<file path="config.mk">
export PLATFORM = sky130hd
export DESIGN_NAME = divide_reconstruct
export DESIGN_NICKNAME = d
export VERILOG_FILES = /design/src/rtl/divrec_pkg.sv /design/src/rtl/divide_reconstruct.sv
export SDC_FILE = /design/constraint.sdc
export NUM_CORES = 1
export LEC_CHECK = 0
export CAP_MARGIN = 30
export CORE_MARGIN = 1.5
export CORE_UTILIZATION = 39
export DETAILED_ROUTE_END_ITERATION = 6
export GPL_ROUTABILITY_DRIVEN = 1
export REMOVE_ABC_BUFFERS = 1
export SYNTH_ARGS = -nofsm -noshare
export SYNTH_HDL_FRONTEND = slang
export SYNTH_SLANG_ARGS = --single-unit
</file>
<file path="constraint.sdc">
create_clock -name clk -period 2.9 [get_ports clk]
set_input_delay 0.58 -clock clk [delete_from_list [all_inputs] [get_ports clk]]
set_output_delay 0.58 -clock clk [all_outputs]
set_load 0.1 [all_outputs]
</file>
<file path="src/rtl/divrec_pkg.sv">
// Shared definitions for the divide_reconstruct block.
//   DEF_WIDTH : default operand width
//   state_t   : control states IDLE / RUN / DONE
package divrec_pkg;

  localparam int unsigned DEF_WIDTH = 8;

  typedef enum logic [1:0] {
    IDLE = 2'd0,
    RUN  = 2'd1,
    DONE = 2'd2
  } state_t;

endpackage

</file>
<file path="src/rtl/divide_reconstruct.sv">
// divide_reconstruct: rebuilds a dividend from quotient, remainder and divisor,
// Out_P = InQ*InB + InR, using a shift-add loop that handles one quotient bit
// per clock. The loop takes WIDTH cycles, then a one-cycle Done pulse follows.
//
// Ports
//   clk    : system clock, rising edge
//   rst    : synchronous active-high reset
//   Start  : request pulse; InQ/InR/InB are sampled on the same edge
//   InQ    : quotient operand (unsigned, WIDTH)
//   InR    : remainder operand (unsigned, WIDTH)
//   InB    : divisor operand (unsigned, WIDTH)
//   Out_P  : reconstructed dividend (2*WIDTH), held between completions
//   Busy   : high while iterating
//   Done   : one-cycle pulse when Out_P has just been updated
//   Err    : remainder-range flag (InR >= InB), only with REM_CHECK_EN
//
// Build option
//   REM_CHECK_EN : when defined, Err is captured at Start acceptance and held
//                  until the next acceptance or reset; otherwise Err is 0.
module divide_reconstruct
  import divrec_pkg::*;
#(
  parameter int unsigned WIDTH = DEF_WIDTH
) (
  input  logic               clk,
  input  logic               rst,
  input  logic               Start,
  input  logic [WIDTH-1:0]   InQ,
  input  logic [WIDTH-1:0]   InR,
  input  logic [WIDTH-1:0]   InB,
  output logic [2*WIDTH-1:0] Out_P,
  output logic               Busy,
  output logic               Done,
  output logic               Err
);

  localparam int unsigned PW    = 2 * WIDTH;
  localparam int unsigned CNT_W = (WIDTH > 1) ? $clog2(WIDTH) : 1;
  localparam logic [CNT_W-1:0] CNT_LAST = CNT_W'(WIDTH - 1);

  state_t           state_q;
  state_t           state_d;
  logic [CNT_W-1:0] cnt_q;
  logic [WIDTH-1:0] q_q;     // quotient bits not yet consumed; LSB is Q[cnt]
  logic [PW-1:0]    b_q;     // divisor already shifted left by cnt
  logic [PW-1:0]    acc_q;
  logic             accept_c;
  logic             last_c;
  logic [PW-1:0]    acc_sum_c;

  // Start is honoured only outside RUN, so mid-run requests and operand
  // changes cannot disturb the iteration.
  always_comb begin
    accept_c = Start && ((state_q == IDLE) || (state_q == DONE));
  end

  // Single adder: add the pre-shifted divisor when the current quotient bit is set.
  always_comb begin
    acc_sum_c = acc_q + (q_q[0] ? b_q : '0);
  end

  // Next-state logic.
  always_comb begin
    state_d = state_q;
    last_c  = 1'b0;
    unique case (state_q)
      IDLE: begin
        if (accept_c) state_d = RUN;
      end
      RUN: begin
        if (cnt_q == CNT_LAST) begin
          last_c  = 1'b1;
          state_d = DONE;
        end
      end
      DONE: begin
        state_d = accept_c ? RUN : IDLE;
      end
      default: begin
        state_d = IDLE;
      end
    endcase
  end

  // State register.
  always_ff @(posedge clk) begin
    if (rst) begin
      state_q <= IDLE;
    end else begin
      state_q <= state_d;
    end
  end

  // Datapath and status registers. Busy/Done are decoded from the next state
  // so they line up with state_q without a combinational output path.
  always_ff @(posedge clk) begin
    if (rst) begin
      cnt_q <= '0;
      q_q   <= '0;
      b_q   <= '0;
      acc_q <= '0;
      Out_P <= '0;
      Busy  <= 1'b0;
      Done  <= 1'b0;
    end else begin
      Busy <= (state_d == RUN);
      Done <= (state_d == DONE);
      if (accept_c) begin
        q_q   <= InQ;
        b_q   <= PW'(InB);
        acc_q <= PW'(InR);
        cnt_q <= '0;
      end else if (state_q == RUN) begin
        acc_q <= acc_sum_c;
        q_q   <= q_q >> 1;
        b_q   <= b_q << 1;
        cnt_q <= cnt_q + CNT_W'(1);
        if (last_c) Out_P <= acc_sum_c;
      end
    end
  end

`ifdef REM_CHECK_EN
  // Remainder must be strictly below the divisor for a valid division result.
  always_ff @(posedge clk) begin
    if (rst) begin
      Err <= 1'b0;
    end else if (accept_c) begin
      Err <= (InR >= InB);
    end
  end
`else
  assign Err = 1'b0;
`endif

endmodule

</file>
==> impl_metrics.yaml, run 1 <==
status:
  status: "complete, no violations"
logic_synthesis:
  synth-edff-count: 0
  yosys.cell_types.count: 49
  yosys.area.top_type: "dfxtp_1"
  synth.avg_cell_area_sq_um: 7.764
  synth.area.top_cells: "dfxtp_1, nand2_1, a21oi_1"
  synth_flop_cell: "dfxtp_1"
  synth_top_area_share_pct: 37.43
  ys_seq_elements: 63
  syn_area_sq_mm: 0.003369
  yosys_warnings: 0
  async_flop_share_pct: 0
  seq_area_frac_synth_pct: 37.43
  netlist_instances: 434
detailed_routing:
  vias_per_cell: 5.389
  dr.pass1.iters: 4
  ant_nets: 0
  wl_microns: 9007
  wl_per_cell_microns: 15.58
  dr.first_iter.drc_count: 148
  vias: 3115
  drc: 0
clock_tree:
  clock_latency_ns: 0.34
  post-cts-setup-buffer-count: 0
  cts_tree: "built"
  clockBufferDepth: 2
  clockRootBuffer: "clkbuf_8"
  cts.clk_slew.worst_paths_ns: 0.08
  cts_made_buffers: 9
  cts.sinks: 63
  ctsResizeCount: 0
  cts_hold_buffers: 0
  cts_max_level: 3
sta:
  max_freq_mhz: 367.5
  setup_violations: 0
  layout_setup_ws_ns: 0.1787
  fin_worst_skew_ns: 0.008001
  period_minus_slack_ns: 2.721
  final_max_slew_viol_count: 0
  tightestPinTransition_ns: 0.6514
  hold_viol: 0
  period_share_pct: 93.84
  rsz0062_at_grt: "no"
  relSlewSlack_pct: 56.57
grt:
  antenna_found_initial: 0
  grt_overflow_total: 0
  grt_first_pass_wirelength_microns: 14630
  track_usage_pct: 20.98
  grt_start_max_net_pins: 40
  grt_pass1_vias: 2906
finish:
  area_growth_syn_to_layout_pct: 22.24
  n_antenna_cell: 0
  fin_nets: 513
  drive_gt1_share_pct: 11.84
setup_path:
  crit_arrival_ns: 2.96
  crit_type: "reg -> reg"
  cp_max_fo: 5
  required_ns: 3.14
  end_kind: "flip-flop"
  reg2reg_slack_ns: 0.18
  cp-start-kind: "flip-flop"
placed_design:
  gp_congestion: 0.8751
  dp_hpwl_microns: 6332
  dp_slack_ns: 0.2481
  io_buffers: 44
floorplanning:
  io-pin-count: 46
  die_area_sq_mm: 0.009206
  die_x_microns: 95.95
  dieHeight_microns: 95.95
  core_sq_mm: 0.008299
  num_rows: 33
  start_util_pct: 40.60
power:
  clkPwrFrac_pct: 45.4
  p_seq_share_pct: 42.4
  p_sw_share_pct: 25.35
  ir_worst_vdd_mv: 0.2446
  intPower_w: 0.001620
  p_leak_nw: 1.567
  pwr_density_cell_mw_per_mm2: 527.0
  power.total_w: 0.002171
  combPwrFrac_pct: 12.2
  p_sw_w: 0.0005503
flow_run:
  maxCapViolCount: 0
worst_hold_path:
  hold_class: "reg -> reg"
[per-stage QoR]
| stage | setup TNS (ns) | cell area, sq um | instances | util [%] | hold slack (ns) |
|---|---|---|---|---|---|
| after CTS | 0 | 4119 | 578 | 49.63 | 0.4577 |
| after floorplan | -3.901 | 3239 | 402 | - | 0.4362 |
| final | 0 | 4119 | 578 | 49.63 | 0.4544 |
| after global routing | 0 | 4119 | 578 | 49.63 | 0.4744 |
| after detailed placement | 0 | 3864 | 562 | 46.56 | 0.4477 |
| after global placement | 0 | 3864 | 562 | 46.56 | 0.4415 |
[placed cells by master, fill, tap and decap left out, drive strengths merged, types with 6 or more instances in the layout]
cell           synthesis  routed
nor2                  36      36
nand4                  6       6
and2                  16      16
xnor2                  9       9
dfxtp                 63      63
a31oi                  7       7
a311oi                12      12
o21ai                 14      14
a211oi                 6       6
buf                    9      29
clkdlybuf4s50          0      26
a21oi                 45      45
nor3                  11      11
ha                    17      17
nand2                 94      94
clkbuf                23      11
nand3                 14      14
[registers in the layout, indices dropped and copies added (netlist names)]
name     cells
Busy         1
Done         1
Out_P       16
acc_q       16
b_q         16
cnt_q        3
q_q          8
state_q      2
[kinds of logic after synthesis]
group	after synthesis	synth area share (%)
simple gates	196	26.37
compound gates	106	21.32
flops	63	37.43
buf+inv	37	4.419
fa+ha+maj	18	6.907
xor+xnor	11	2.859
mux	2	0.5942
other cells	1	0.1113
[path summary, 6_finish.rpt]
path | start | endpoint | depth (start not counted)
worst max-delay path | b_q[0]$_SDFFE_PP0P_ | Out_P[14]$_SDFFE_PP0P_ | 9
worst min-delay path | Out_P[8]$_SDFFE_PP0P_ | Out_P[8]$_SDFFE_PP0P_ | 2
worst max register to register | b_q[0]$_SDFFE_PP0P_ | Out_P[14]$_SDFFE_PP0P_ | 9
worst min register to register | Out_P[8]$_SDFFE_PP0P_ | Out_P[8]$_SDFFE_PP0P_ | 2
[power by group through the flow]
stage	clock, W	combinational, W	sequential [W]
6_report	0.000985	0.000264	0.000921
5_1_grt	0.00104	0.000290	0.000926
4_1_cts	0.00100	0.000264	0.000921
3_5_place_dp	0	0.000263	0.000941
3_3_place_gp	0	0.000262	0.000939
2_1_floorplan	0	0.000142	0.000944
[final cells by class]
type / instances / area [sq um]
fillers: 815 / 4180
multi-input cells: 334 / 1962
flip-flops and latches: 63 / 1261
repair buffers: 55 / 490.5
clock buffers: 11 / 151.4
well taps: 105 / 131.4
clock inverters: 5 / 103.9
inverters: 5 / 18.77
[critical path, stage by stage (launching register included)]
cell and delay [ns]:
dfxtp_1 0.32, and2_1 0.16, ha_1 0.22, fa_1 0.42, a21o_1 0.22, a221oi_2 0.44
nor3_1 0.10, a211oi_1 0.49, or4_1 0.19, nand3_1 0.06
[metal layers]
layer  part of all wire [%]  wire [microns]  global-route usage, %
met1                     50            4516                  30.11
met2                     44            3960                  31.34
met3                    4.3             384                  3.002
met4                    1.6             146                  8.333
met5                      0               0                      0
[cells in the mapped netlist, types with 2 or more instances]
cell,number
nand2_1,94
dfxtp_1,63
a21oi_1,44
nor2_1,36
clkbuf_1,22
ha_1,17
and2_1,16
nand3_1,14
o21ai_0,14
a311oi_1,12
nor3_1,11
xnor2_1,9
a211oi_1,6
a31oi_1,6
nand4_1,6
a22oi_1,5
inv_1,5
nand2b_1,5
a21o_1,4
buf_1,4
buf_2,4
or4_1,4
a31o_2,2
mux2i_1,2
nor2b_1,2
nor4b_1,2
o211ai_1,2
xor2_1,2
Power figures use the tool's default switching activity.
==> run 2, diff against run 1 <==
==> constraint.sdc (replaced) <==
create_clock -name clk -period 2.7 [get_ports clk]
set_input_delay 0.54 -clock clk [delete_from_list [all_inputs] [get_ports clk]]
set_output_delay 0.54 -clock clk [all_outputs]
set_load 0.1 [all_outputs]
==> impl_metrics.yaml, run 2 (same netlist as run 1, synthesis figures left out) <==
finish:
  fillerInstances: 800
  postLayoutCoreUtil_pct: 49.51
  final_common_cell: "nand2_1"
  fin_nets: 515
  final_cell_mix: "nand2_1, dfxtp_1, a21oi_1"
  n_antenna_cell: 0
  area_growth_syn_to_layout_pct: 21.95
  final_cell_count_no_fill: 579
  drive_gt1_share_pct: 12.03
  top_regs: "Out_P x16, acc_q x16, b_q x16"
detailed_routing:
  dr.pass1.iters: 5
  ant_nets: 0
  vias_per_cell: 5.420
  drc: 0
  vias: 3138
  dr.first_iter.drc_count: 144
  wl_microns: 8612
  wl_per_cell_microns: 14.87
worst_hold_path:
  hold_class: "reg -> reg"
clock_tree:
  ctsResizeCount: 0
  post-cts-setup-buffer-count: 0
  cts.sinks: 63
  cts.clk_slew.worst_paths_ns: 0.07
  cts_hold_buffers: 0
  cts_tree: "built"
  clockRootBuffer: "clkbuf_8"
  cts_made_buffers: 9
  clockBufferDepth: 2
  clock_latency_ns: 0.34
  cts_max_level: 3
sta:
  rsz0062_at_grt: "no"
  final_max_slew_viol_count: 0
  tightestPinTransition_ns: 0.6317
  max_freq_mhz: 399.4
  setup_violations: 0
  period_share_pct: 92.73
  relSlewSlack_pct: 57.89
  hold_viol: 0
  period_minus_slack_ns: 2.504
  fin_worst_skew_ns: 0.007313
  hold_slack_ns: 0.4545
  tns_ns: 0
floorplanning:
  core_sq_mm: 0.008299
  die_x_microns: 95.95
  start_util_pct: 40.60
  dieHeight_microns: 95.95
  die_area_sq_mm: 0.009206
  num_rows: 33
  io-pin-count: 46
setup_path:
  cp-start-kind: "flip-flop"
  crit_type: "reg -> reg"
  end_kind: "flip-flop"
  required_ns: 2.92
  cp_max_fo: 5
  crit_arrival_ns: 2.73
grt:
  grt_overflow_total: 0
  track_usage_pct: 19.96
  grt_pass1_vias: 2806
  grt_first_pass_wirelength_microns: 13950
  antenna_found_initial: 0
  grt_start_max_net_pins: 39
power:
  ir_worst_vdd_mv: 0.3204
  power.total_w: 0.002231
  p_leak_nw: 1.563
  pwr_density_cell_mw_per_mm2: 543.0
status:
  status: "complete, no violations"
placed_design:
  dp_hpwl_microns: 6026
  io_buffers: 44
  dp.cells: 564
  gp_congestion: 0.9851
flow_run:
  maxCapViolCount: 0
[run 2: cell types whose count changed in the layout (fill, tap and decap cells not counted)]
cell	before	now
buf_4	28	30
bufinv_16	3	2
clkbuf_8	11	12
clkinv_4	1	0
[run 2: layout make-up]
cell class / count / area (sq um) / share of cell area (%)
inverter: 5 / 18.77 / 0.4568
clock buffer: 12 / 165.2 / 4.019
tap: 105 / 131.4 / 3.197
multi-input combinational: 334 / 1962 / 47.75
timing repair buffer: 57 / 505.5 / 12.30
sequential: 63 / 1261 / 30.69
clock inverter: 3 / 65.06 / 1.583
[run 2: layer usage]
metal / GRT usage, % / vias up / share of wire (%)
met5: 0 / - / 0
met4: 6.985 / 0 / 1.5
met3: 3.081 / 11 / 4.0
met2: 30.34 / 94 / 43
met1: 28.48 / 1441 / 51
li1: - / 1592 / -
[run 2: worst paths after layout]
path	start	endpoint	slack, ns	depth (start not counted)
worst max-delay path	b_q[0]$_SDFFE_PP0P_	Out_P[14]$_SDFFE_PP0P_	0.20	10
worst min-delay path	Out_P[6]$_SDFFE_PP0P_	Out_P[6]$_SDFFE_PP0P_	0.45	2
worst max register to register	b_q[0]$_SDFFE_PP0P_	Out_P[14]$_SDFFE_PP0P_	0.20	10
worst min register to register	Out_P[6]$_SDFFE_PP0P_	Out_P[6]$_SDFFE_PP0P_	0.45	2
[run 2: critical path, stage by stage (launching register included)]
cell	delay (ns)
dfxtp_1	0.33
and2_1	0.16
ha_1	0.21
fa_1	0.41
a21o_1	0.22
a221oi_2	0.22
buf_4	0.18
nor3_1	0.05
a211oi_1	0.37
or4_1	0.18
nand3_1	0.07
[run 2: stage by stage]
stage	instance area [sq um]	setup WS, ns
finish	4109	0.1964
CTS	4109	0.1868
detailed placement	3879	0.2015
global placement	3879	0.2730
global route	4109	0.03282
floorplan	3239	-0.7200
[run 2: power breakdown]
group          internal, W  switching [W]  total (W)
sequential        0.000965      0.0000223   0.000988
clock             0.000589       0.000373   0.000962
combinational     0.000110       0.000171   0.000281
